### config.mk
export PLATFORM = sky130hd
export DESIGN_NAME = vga_timing_ctrl
export DESIGN_NICKNAME = d
export VERILOG_FILES = /design/src/rtl/vga_pkg.sv /design/src/rtl/vga_sync_delay.sv /design/src/rtl/vga_timing_ctrl.sv
export SDC_FILE = /design/constraint.sdc
export NUM_CORES = 1
export LEC_CHECK = 0
export CORE_MARGIN = 2
export CORE_UTILIZATION = 40
export CTS_CLUSTER_SIZE = 12
export DETAILED_ROUTE_END_ITERATION = 7
export HOLD_SLACK_MARGIN = 0.06
export PLACE_DENSITY = 0.73
export SLEW_MARGIN = 20
export SYNTH_ARGS = -nofsm -noshare
export SYNTH_HDL_FRONTEND = slang
export SYNTH_SLANG_ARGS = --single-unit
### constraint.sdc
create_clock -name clk -period 4.34 [get_ports clk]
set_clock_uncertainty 0.2 [all_clocks]
set_input_delay 0.868 -clock clk [delete_from_list [all_inputs] [get_ports clk]]
set_output_delay 0.868 -clock clk [all_outputs]
set_load 0.01 [all_outputs]
### src/rtl/vga_pkg.sv
// vga_pkg: default VGA 640x480 timing, line/frame total helpers, sync bundle type and colour-bar palette.
package vga_pkg;
  localparam int DEF_CLK_DIV   = 4;
  localparam int DEF_H_ACTIVE  = 640;
  localparam int DEF_H_FP      = 16;
  localparam int DEF_H_SYNC    = 96;
  localparam int DEF_H_BP      = 48;
  localparam int DEF_V_ACTIVE  = 480;
  localparam int DEF_V_FP      = 10;
  localparam int DEF_V_SYNC    = 2;
  localparam int DEF_V_BP      = 33;
  localparam int DEF_FETCH_LAT = 1;
  typedef struct packed {
    logic hsync;
    logic vsync;
    logic de;
  } sync_bundle_t;
  localparam logic [0:7][11:0] BAR_COLORS = {
    12'hFFF, 12'hFF0, 12'h0FF, 12'h0F0, 12'hF0F, 12'hF00, 12'h00F, 12'h000
  };
  function automatic int h_total(input int active, input int fp, input int sync, input int bp);
    return active + fp + sync + bp;
  endfunction
  function automatic int v_total(input int active, input int fp, input int sync, input int bp);
    return active + fp + sync + bp;
  endfunction
  function automatic logic [11:0] bar_color(input logic [2:0] idx);
    return BAR_COLORS[idx];
  endfunction
endpackage

### src/rtl/vga_sync_delay.sv
// vga_sync_delay: DEPTH pixel-tick shift plus one output register, flushed to IDLE.
module vga_sync_delay
  import vga_pkg::*;
#(
  parameter int  DEPTH = 1,
  parameter type T     = sync_bundle_t,
  parameter T    IDLE  = T'(0)
) (
  input  logic clk,
  input  logic rst_n,
  input  logic flush,
  input  logic tick,
  input  T     din,
  output T     dout
);
  localparam int W  = $bits(T);
  localparam int PW = W * (DEPTH + 1);
  logic [PW-1:0] pipe;
  always_ff @(posedge clk or negedge rst_n)
    if (!rst_n) pipe <= {(DEPTH + 1){IDLE}};
    else if (flush) pipe <= {(DEPTH + 1){IDLE}};
    else if (tick) pipe <= PW'({pipe, din});
  assign dout = pipe[PW-1 -: W];
endmodule

### src/rtl/vga_timing_ctrl.sv
// vga_timing_ctrl: VGA timing, framebuffer fetch coordinates and latency-aligned sync/blanking.
// Define VGA_TEST_PATTERN_EN to add the pattern_data colour-bar output.
module vga_timing_ctrl
  import vga_pkg::*;
#(
  parameter int   CLK_DIV   = DEF_CLK_DIV,
  parameter int   H_ACTIVE  = DEF_H_ACTIVE,
  parameter int   H_FP      = DEF_H_FP,
  parameter int   H_SYNC    = DEF_H_SYNC,
  parameter int   H_BP      = DEF_H_BP,
  parameter int   V_ACTIVE  = DEF_V_ACTIVE,
  parameter int   V_FP      = DEF_V_FP,
  parameter int   V_SYNC    = DEF_V_SYNC,
  parameter int   V_BP      = DEF_V_BP,
  parameter int   FETCH_LAT = DEF_FETCH_LAT,
  parameter logic SYNC_POL  = 1'b0
) (
  input  logic        clk,
  input  logic        rst_n,
  input  logic        enable,
  output logic        pixel_tick,
  output logic        fetch_valid,
  output logic [9:0]  fetch_x,
  output logic [9:0]  fetch_y,
  output logic        hsync,
  output logic        vsync,
  output logic        display_enable,
  output logic        line_start,
  output logic        frame_start
`ifdef VGA_TEST_PATTERN_EN
  ,
  output logic [11:0] pattern_data
`endif
);
  localparam int H_TOTAL = h_total(H_ACTIVE, H_FP, H_SYNC, H_BP);
  localparam int V_TOTAL = v_total(V_ACTIVE, V_FP, V_SYNC, V_BP);
  localparam int HW      = $clog2(H_TOTAL);
  localparam int VW      = $clog2(V_TOTAL);
  localparam int DW      = CLK_DIV > 1 ? $clog2(CLK_DIV) : 1;
  localparam int HS_LO   = H_ACTIVE + H_FP;
  localparam int VS_LO   = V_ACTIVE + V_FP;
  localparam sync_bundle_t IDLE = '{hsync: ~SYNC_POL, vsync: ~SYNC_POL, de: 1'b0};
  logic [DW-1:0] div_cnt;
  logic [HW-1:0] h_cnt;
  logic [VW-1:0] v_cnt;
  logic          h_wrap, v_wrap, active;
  sync_bundle_t  raw, dly;
  assign pixel_tick  = enable && (div_cnt == DW'(CLK_DIV - 1));
  assign h_wrap      = h_cnt == HW'(H_TOTAL - 1);
  assign v_wrap      = v_cnt == VW'(V_TOTAL - 1);
  assign active      = (h_cnt < HW'(H_ACTIVE)) && (v_cnt < VW'(V_ACTIVE));
  assign line_start  = pixel_tick && (h_cnt == '0);
  assign frame_start = line_start && (v_cnt == '0);
  assign raw = '{
    hsync: (h_cnt >= HW'(HS_LO) && h_cnt <= HW'(HS_LO + H_SYNC - 1)) ? SYNC_POL : ~SYNC_POL,
    vsync: (v_cnt >= VW'(VS_LO) && v_cnt <= VW'(VS_LO + V_SYNC - 1)) ? SYNC_POL : ~SYNC_POL,
    de:    active
  };
  // fetch_* describe the pixel at the counters when the tick fires, then the counters advance
  always_ff @(posedge clk or negedge rst_n)
    if (!rst_n) {div_cnt, h_cnt, v_cnt, fetch_valid, fetch_x, fetch_y} <= '0;
    else if (!enable) {div_cnt, h_cnt, v_cnt, fetch_valid, fetch_x, fetch_y} <= '0;
    else begin
      div_cnt <= pixel_tick ? '0 : div_cnt + 1'b1;
      if (pixel_tick) begin
        h_cnt       <= h_wrap ? '0 : h_cnt + 1'b1;
        v_cnt       <= h_wrap ? (v_wrap ? '0 : v_cnt + 1'b1) : v_cnt;
        fetch_valid <= active;
        fetch_x     <= active ? 10'(h_cnt) : '0;
        fetch_y     <= active ? 10'(v_cnt) : '0;
      end
    end
  vga_sync_delay #(.DEPTH(FETCH_LAT), .T(sync_bundle_t), .IDLE(IDLE)) u_sync_delay (
    .clk   (clk),
    .rst_n (rst_n),
    .flush (!enable),
    .tick  (pixel_tick),
    .din   (raw),
    .dout  (dly)
  );
  assign hsync          = dly.hsync;
  assign vsync          = dly.vsync;
  assign display_enable = dly.de;
`ifdef VGA_TEST_PATTERN_EN
  logic [11:0] bar_raw, bar_dly;
  assign bar_raw = active ? bar_color(3'(h_cnt / HW'(H_ACTIVE / 8))) : 12'h000;
  vga_sync_delay #(.DEPTH(FETCH_LAT), .T(logic [11:0]), .IDLE(12'h000)) u_bar_delay (
    .clk   (clk),
    .rst_n (rst_n),
    .flush (!enable),
    .tick  (pixel_tick),
    .din   (bar_raw),
    .dout  (bar_dly)
  );
  assign pattern_data = display_enable ? bar_dly : 12'h000;
`endif
endmodule

* Word-level counts from Yosys, hierarchy flattened
Cells that the tools add are included.
Word-level totals: flip-flop bits (word level) 49, word-level logic and storage cells 51
Operators by class: $add $sub $neg 3, $lt $le $gt $ge 6, equality and inequality tests 5, multiplexer cells 21, reductions and logical operators 9
Operator list (count):
- $mux W10 | 13
- $add A10 B1 Y10 const B | 2
- $eq A10 B10 Y1 const B | 2
- $logic_not A10 Y1 | 2
- $mux W6 | 2
- $ge A10 B10 Y1 const B | 1
- $ge A10 B9 Y1 const B | 1
- $le A10 B10 Y1 const B | 1
- $le A10 B9 Y1 const B | 1
- $lt A10 B10 Y1 const B | 1
- $lt A10 B9 Y1 const B | 1
- $logic_and A1 B1 Y1 | 6
- $mux W1 | 4
- $mux W2 | 2
- $ne A2 B1 Y1 const B | 2
- $add A2 B1 Y2 const B | 1
- $eq A2 B2 Y1 const B | 1
- $reduce_and A2 Y1 | 1

* Longest topological paths before layout
Gate-level depths: netlist of the first run.
word-level depth 5, mapped depth 6

* Hierarchy
Synthesis of the first run repeated with hierarchy kept, for this count alone.
Second synthesis, totals: cell total of the unflattened synthesis 217, area, all modules 2342.2 µm²
Modules (own cells, without submodules):
- vga_timing_ctrl | instances 1, cells an instance 195, area an instance 2055.7 µm², seq. area each 1076.0 µm²
- vga_sync_delay | instances 1, cells an instance 22, area an instance 286.5 µm², seq. area each 155.1 µm²

* Worst setup path after synthesis of the first run
OpenSTA, ideal clock, no wires.
path type input-to-output, start in enable, end out frame_start, arrival time 1.902 ns, data required time 3.272 ns, path slack 1.370 ns, cell stages on the path 5, buffers on the path 1, cell sequence clkbuf_1 nand2_1 inv_1 and4_1 and3_1
On the way: word-level cells in the longest chain between the ends 3
Ends and longest elaborated chain:
- from (decl) | RTL line vga_timing_ctrl.sv:20 | input logic enable,
- $logic_and A1 B1 Y1 | RTL line vga_timing_ctrl.sv:48 | assign pixel_tick = enable && (div_cnt == DW'(CLK_DIV - 1));
- via pixel_tick | RTL line vga_timing_ctrl.sv:21 | output logic pixel_tick,
- $logic_and A1 B1 Y1 | RTL line vga_timing_ctrl.sv:52 | assign line_start = pixel_tick && (h_cnt == '0);
- via line_start | RTL line vga_timing_ctrl.sv:28 | output logic line_start,
- $logic_and A1 B1 Y1 | RTL line vga_timing_ctrl.sv:53 | assign frame_start = line_start && (v_cnt == '0);
- to (decl) | RTL line vga_timing_ctrl.sv:29 | output logic frame_start
The timed path passes the listed nets, and every way through them passes these cells.

* Worst setup path after layout of the first run
start in enable, end out frame_start
On the way: word-level cells in the longest chain between the ends 3
Ends and longest elaborated chain (RTL line):
- $logic_and A1 B1 Y1 | vga_timing_ctrl.sv:48
- $logic_and A1 B1 Y1 | vga_timing_ctrl.sv:52
- $logic_and A1 B1 Y1 | vga_timing_ctrl.sv:53
No other way between the ends.

==> impl_metrics.ini, run 1 <==
[critical_path]
timing.reg2reg.worst_path_depth = 5
timing.critical_path.slowest_cell_delay_ps = 530
worstSetupPathDepth = 6
crit_path_frequent_cell = sky130_fd_sc_hd__clkdlybuf4s50_1
worstPathCellList = clkdlybuf4s50_1 -> nand2_1 -> inv_1 -> and4_1 -> and3_1 -> clkdlybuf4s50_1
timing.reg2reg.setup_slack_ps = 1480
worstPathBufferInverterCount = 3
worstSetupEndpointType = primary output
reg2reg_from = div_cnt[0]$_DFF_PN0_
type_of_origin_of_the_critical_path = input pin
worst_setup_path_startpoint = enable
critPathTopFamily = buffers and inverters
crit_required_ps = 3270
worst-endpoint-arrival_ps = 2480
regToRegEndpoint = v_cnt[4]$_DFFE_PN0P_
worst-path-max-fanout = 3
crit_slowest_cell = sky130_fd_sc_hd__clkdlybuf4s50_1
endpoint = frame_start
setup.worst_path.class = in -> out

[timing]
fin_crit_sh = 0.8179
slew_viol_final = 0
hold_violations = 0
final.hold.worst_slack_ps = 240.1
final_period_minus_worst_setup_slack_ps = 3550
worst_pin_slew_ps = 972.3
slew_headroom = 0.3479
setup-tns-final_ps = 0
setup_viol = 0
achievable-frequency_mhz = 281.7
grt_setup_unrepaired = no

[die]
core-area_um2 = 5473
floorplan.io_pins = 30
die_h_um = 79.18
fp-row-count = 27
chip_width_um = 79.18
area_of_the_die_um2 = 6269
start_util = 0.4131

[layout]
finish.net_count = 241
num_antenna_cells = 0
area_growth_syn_to_layout_pct = 20.14
final_cell_count_no_fill = 306
fillers = 521
drive_gt1_frac = 0.09402
fin_util = 0.4963
stdcell_area_um2 = 2716

[power_and_ir_drop]
worst_supply_voltage_drop_on_vdd_v = 0.0001591
power_density_relative_to_cell_area_nw_per_um2 = 301.6
p_leak_nw = 1.162
sequentialPowerShare = 0.555
share_of_power_burned_in_the_clock_network = 0.385
power.share.switching = 0.2214
power_report.internal_total_mw = 0.6379
netSwitchingPower_mw = 0.1814
power_frac_comb = 0.060

[grt]
grt_pass1_wl_um = 7907
globalRouteTotalUtil = 0.1589
grt-ovfl-total = 0
number_of_global_route_vias_before_repair = 1646
pin_count_of_the_biggest_net_entering_global_routing = 49
antenna_found_initial = 0

[clock_tree]
count_of_h_tree_levels_built_during_cts = 2
postCtsResizedCells = 0
cts_buffers = 5
clockRootBuffer = sky130_fd_sc_hd__clkbuf_8
clk_transition_reported_paths_ps = 90
clock_sink_count = 48
tritoncts = done
clkLatencyLatePin_ps = 300
post_cts_setup_inserts = 0
cts_max_path_buffers = 2
hold_buffers = 0

[synthesis]
ys_seq_area_frac = 0.5335
synthMuxAreaShare = 0.01771
adder_and_majority_gate_portion_of_the_synthesized_area = 0.02767
syn_area_um2 = 2261
ys_types = 40
yosys_most_used_dff = sky130_fd_sc_hd__dfrtp_1
ys_seq_elements = 48
synth-async-reset-ratio = 1.000
fraction_of_the_mapped_netlist_area_in_compound_gates = 0.1876
synth-edff-count = 0
synth.net_count = 218
mean_syn_cell_area_um2 = 10.77
synth.yosys.warnings = 0
post_synth_and_or_nand_nor_area_fraction = 0.1721
synth_top_family_by_area = compound AO/OA/AOI/OAI gates
synth_cells = 210
synthXorXnorAreaFrac = 0.01937

[placed_design]
placed_cells_incl_taps = 298
placed_cell_areas_um2 = 2603
io_buffers = 29
dp_wirelength_um = 3139
gpl.final_weighted_congestion = 0.8002

[detailed_routing]
drtAntennaViolNets = 0
routed_via_density = 5.487
routedWlPerCell_um = 15.08
total_length_of_routed_wires_um = 4616
route.vias.total = 1679
detail_route.iter0.violations = 125
drt-pass1-iter-count = 4
drc_errors = 0

[run]
max_cap_violations = 0

[min_path]
min_path_type = reg -> reg

[status]
outcome = completed
## worst min path at each step
stage	start	to	slack [ps]	cells after the start
final	div_cnt[0]$_DFF_PN0_	div_cnt[0]$_DFF_PN0_	240	1
after global routing	div_cnt[0]$_DFF_PN0_	div_cnt[0]$_DFF_PN0_	260	1
after CTS	div_cnt[0]$_DFF_PN0_	div_cnt[0]$_DFF_PN0_	240	1
after detailed placement	div_cnt[0]$_DFF_PN0_	div_cnt[0]$_DFF_PN0_	230	1
after global placement	div_cnt[0]$_DFF_PN0_	div_cnt[0]$_DFF_PN0_	220	1
after floorplan	div_cnt[0]$_DFF_PN0_	div_cnt[0]$_DFF_PN0_	210	1
## layout make-up
| class | instances | area (µm²) | share of cell area |
|---|---|---|---|
| timing repair buffer | 32 | 310.3 | 0.1142 |
| clock inverter | 3 | 42.54 | 0.01566 |
| multi-input combinational | 137 | 964.7 | 0.3551 |
| inverter | 9 | 33.78 | 0.01244 |
| tap | 72 | 90.09 | 0.03316 |
| clock buffer | 5 | 68.82 | 0.02533 |
| sequential | 48 | 1206 | 0.4440 |
## cell families (layout without fill, tap and decap cells)
kind of cell | count (synthesis) | after routing
AO/OA/AOI/OAI | 53 | 53
XOR/XNOR | 5 | 5
adder cells (fa/ha/maj) | 5 | 5
buffers and inverters | 25 | 49
flip-flops | 48 | 48
multiplexers | 4 | 4
AND/OR/NAND/NOR | 70 | 70
## power groups by stage
stage / Sequential [mW] / Clock, mW / Combinational [mW]
2_1_floorplan: 0.463 / 0 / 0.0275
3_3_place_gp: 0.463 / 0 / 0.0485
3_5_place_dp: 0.463 / 0 / 0.0493
4_1_cts: 0.455 / 0.321 / 0.0496
5_1_grt: 0.456 / 0.344 / 0.0552
6_report: 0.455 / 0.316 / 0.0492
## per-stage QoR
step / setup WS [ps] / power, mW
finish: 790.3 / 0.8193
global route: 716.1 / 0.8548
CTS: 782.9 / 0.8250
detailed placement: 780.0 / 0.5126
global placement: 801.5 / 0.5116
floorplan: 1370 / 0.4903
## metal layers
layer	up-vias	share of wire	track usage
met4	0	0.014	0.05172
met1	831	0.50	0.2247
met3	7	0.030	0.02500
met5	-	0	0
li1	807	-	-
met2	34	0.46	0.2508
## sequential cells by signal (all words and copies together) (netlist names)
signal	count
div_cnt	2
fetch_x	10
fetch_y	10
h_cnt	10
u_sync_delay.pipe	6
v_cnt	10
## cell usage in the layout, fill, tap and decap left out, drive strengths merged, types with 7 or more instances in the layout
master and n:
dfrtp 44, clkdlybuf4s50 28, a22o 24, nor3 10, inv 9, nand2 9, o21ai 9, nor2 7
and2 7, nand3 7, nand4 7
## synth_stat cells, types with 2 or more instances
library cell               count  area (µm²)
sky130_fd_sc_hd__dfstp_2       4       105.1
sky130_fd_sc_hd__mux2i_1       4       40.04
sky130_fd_sc_hd__a21oi_1       4       20.02
sky130_fd_sc_hd__nand2b_1      3       18.77
sky130_fd_sc_hd__dfrtp_1      44        1101
sky130_fd_sc_hd__o21ai_0       4       20.02
sky130_fd_sc_hd__or3_1         5       31.28
sky130_fd_sc_hd__nor2b_1       5       31.28
sky130_fd_sc_hd__nor2_1        7       26.28
sky130_fd_sc_hd__ha_1          5       62.56
sky130_fd_sc_hd__inv_1         9       33.78
sky130_fd_sc_hd__o211ai_1      3       22.52
sky130_fd_sc_hd__or4_1         2       15.01
sky130_fd_sc_hd__and3_1        4       25.02
sky130_fd_sc_hd__xnor2_1       4       35.03
sky130_fd_sc_hd__nand4_1       7       43.79
sky130_fd_sc_hd__nand2_1       9       33.78
sky130_fd_sc_hd__nand3_1       7       35.03
sky130_fd_sc_hd__o31ai_1       4       30.03
sky130_fd_sc_hd__o21ai_1       5       25.02
sky130_fd_sc_hd__a22o_1       24       210.2
sky130_fd_sc_hd__nor3_1       10       50.05
sky130_fd_sc_hd__and2_1        7       43.79
sky130_fd_sc_hd__clkbuf_1     14       52.55
Power figures use the tool's default switching activity.
==> inputs of run 2 (changes only) <==
clock period = 3.4 ns   (was 4.34 ns; I/O delays follow)
==> run 2 against run 1 <==
Net effect: worst hold slack got worse by 73 ps; design area increased by 1.4%; sequential power increased by 27%; critical path depth decreased by 1; register-to-register slack got worse by 550 ps; flip-flop and latch count unchanged; global-route usage increased by 0.86 points; utilization increased by 0.69 points; sequential share of layout area decreased by 0.61 points; first-iteration DRC count decreased by 9.6%; combinational power increased by 33%.
==> impl_metrics.ini, run 2 (synthesis gave the netlist of run 1 again) <==
[detailed_routing]
routedWlPerCell_um = 15.47
drtAntennaViolNets = 0
routed_via_density = 5.427
drc_errors = 0
route.vias.total = 1677
drt-pass1-iter-count = 4
total_length_of_routed_wires_um = 4780
detail_route.iter0.violations = 113

[layout]
finish.net_count = 244
num_antenna_cells = 0
drive_gt1_frac = 0.1055
layout_commonest_cell = sky130_fd_sc_hd__dfrtp_1
area_growth_syn_to_layout_pct = 21.80
final_cell_mix = sky130_fd_sc_hd__dfrtp_1 (44), sky130_fd_sc_hd__clkdlybuf4s50_1 (28), sky130_fd_sc_hd__a22o_1 (24)

[clock_tree]
cts_buffers = 5
clk_transition_reported_paths_ps = 90
clockRootBuffer = sky130_fd_sc_hd__clkbuf_8
clock_sink_count = 48
count_of_h_tree_levels_built_during_cts = 2
hold_buffers = 0
tritoncts = done
cts_max_path_buffers = 2
clkLatencyLatePin_ps = 300
post_cts_setup_inserts = 0
postCtsResizedCells = 0

[run]
max_cap_violations = 0

[critical_path]
crit_required_ps = 2520
timing.reg2reg.setup_slack_ps = 930
type_of_origin_of_the_critical_path = flip-flop
timing.reg2reg.worst_path_depth = 5
reg2reg_from = h_cnt[6]$_DFFE_PN0P_
worstSetupEndpointType = primary output
worst-path-max-fanout = 9
setup.worst_path.class = reg -> out
regToRegEndpoint = v_cnt[8]$_DFFE_PN0P_
worst-endpoint-arrival_ps = 2340

[grt]
antenna_found_initial = 0
pin_count_of_the_biggest_net_entering_global_routing = 49
grt_pass1_wl_um = 8169
number_of_global_route_vias_before_repair = 1686
grt-ovfl-total = 0
globalRouteTotalUtil = 0.1675

[timing]
slew_headroom = 0.6037
worst_pin_slew_ps = 594.5
final.hold.worst_slack_ps = 167.1
setup-tns-final_ps = 0
slew_viol_final = 0
grt_setup_unrepaired = no
hold_violations = 0
setup_viol = 0
achievable-frequency_mhz = 310.2
final_period_minus_worst_setup_slack_ps = 3223
fin_crit_sh = 0.9481

[power_and_ir_drop]
p_leak_nw = 1.187
share_of_power_burned_in_the_clock_network = 0.411
power_frac_comb = 0.060
sequentialPowerShare = 0.529
finalPower_mw = 1.097
power_report.internal_total_mw = 0.8584
worst_supply_voltage_drop_on_vdd_v = 0.0001901
power.share.switching = 0.2172
power_density_relative_to_cell_area_nw_per_um2 = 398.2
netSwitchingPower_mw = 0.2382

[die]
floorplan.io_pins = 30
area_of_the_die_um2 = 6269
fp-row-count = 27
start_util = 0.4131
die_h_um = 79.18
core-area_um2 = 5473
chip_width_um = 79.18

[placed_design]
gpl.final_weighted_congestion = 0.8232
dp_wirelength_um = 3160
io_buffers = 29

[min_path]
min_path_type = in -> async

[status]
outcome = completed
[run 2: cell count changes in the layout (fill, tap and decap cells not counted), sizes merged]
cell,before,now
clkinv,1,0
buf,4,7
clkbuf,5,7
clkinvlp,1,0
[run 2: per-layer routing]
| metal | vias to the layer above | wire [µm] | GRT usage |
|---|---|---|---|
| met3 | 2 | 205 | 0.03068 |
| met5 | - | 0 | 0 |
| met4 | 0 | 44 | 0.06897 |
| met2 | 46 | 2263 | 0.2653 |
| li1 | 814 | - | - |
| met1 | 815 | 2267 | 0.2270 |
[run 2: worst max-delay path by stage]
stage                         start           to  slack [ps]  cells after the start
2_1_floorplan                enable  frame_start         810                      5
3_3_place_gp                 enable  frame_start         260                      6
3_5_place_dp                 enable  frame_start         240                      6
4_1_cts        h_cnt[4]$_DFFE_PN0P_  frame_start         160                      5
5_1_grt        v_cnt[0]$_DFFE_PN0P_  frame_start          80                      6
6_report       h_cnt[4]$_DFFE_PN0P_  frame_start         180                      5
[run 2: per-stage QoR]
step / utilization / cell area [µm²] / setup WS, ps / std cells
after floorplan: - / 2261 / 806.2 / 210
after global placement: 0.4797 / 2625 / 260.2 / 301
after detailed placement: 0.4797 / 2625 / 244.3 / 301
after CTS: 0.5027 / 2751 / 158.6 / 309
after global routing: 0.5032 / 2754 / 81.99 / 309
final: 0.5032 / 2754 / 176.6 / 309
[run 2: layout make-up]
cell class | count | area, µm²
fillers | 508 | 2719
flip-flops and latches | 48 | 1206
multi-input cells | 137 | 964.7
repair buffers | 35 | 332.8
clock buffers | 7 | 96.34
well taps | 72 | 90.09
inverters | 9 | 33.78
clock inverters | 1 | 30.03
[run 2: critical path, cell delays in order, from the launching register on]
cell and delay, ps:
sky130_fd_sc_hd__dfrtp_1 480, sky130_fd_sc_hd__or4_1 550, sky130_fd_sc_hd__nor2_1 90, sky130_fd_sc_hd__and4_1 240, sky130_fd_sc_hd__and3_1 150, sky130_fd_sc_hd__clkdlybuf4s50_1 520
[run 2: power by group through the flow]
stage	Sequential (mW)	Combinational [mW]	Clock (mW)
2_1_floorplan	0.591	0.0351	0
5_1_grt	0.581	0.0741	0.482
3_3_place_gp	0.591	0.0652	0
4_1_cts	0.580	0.0668	0.457
6_report	0.580	0.0655	0.451
3_5_place_dp	0.591	0.0665	0
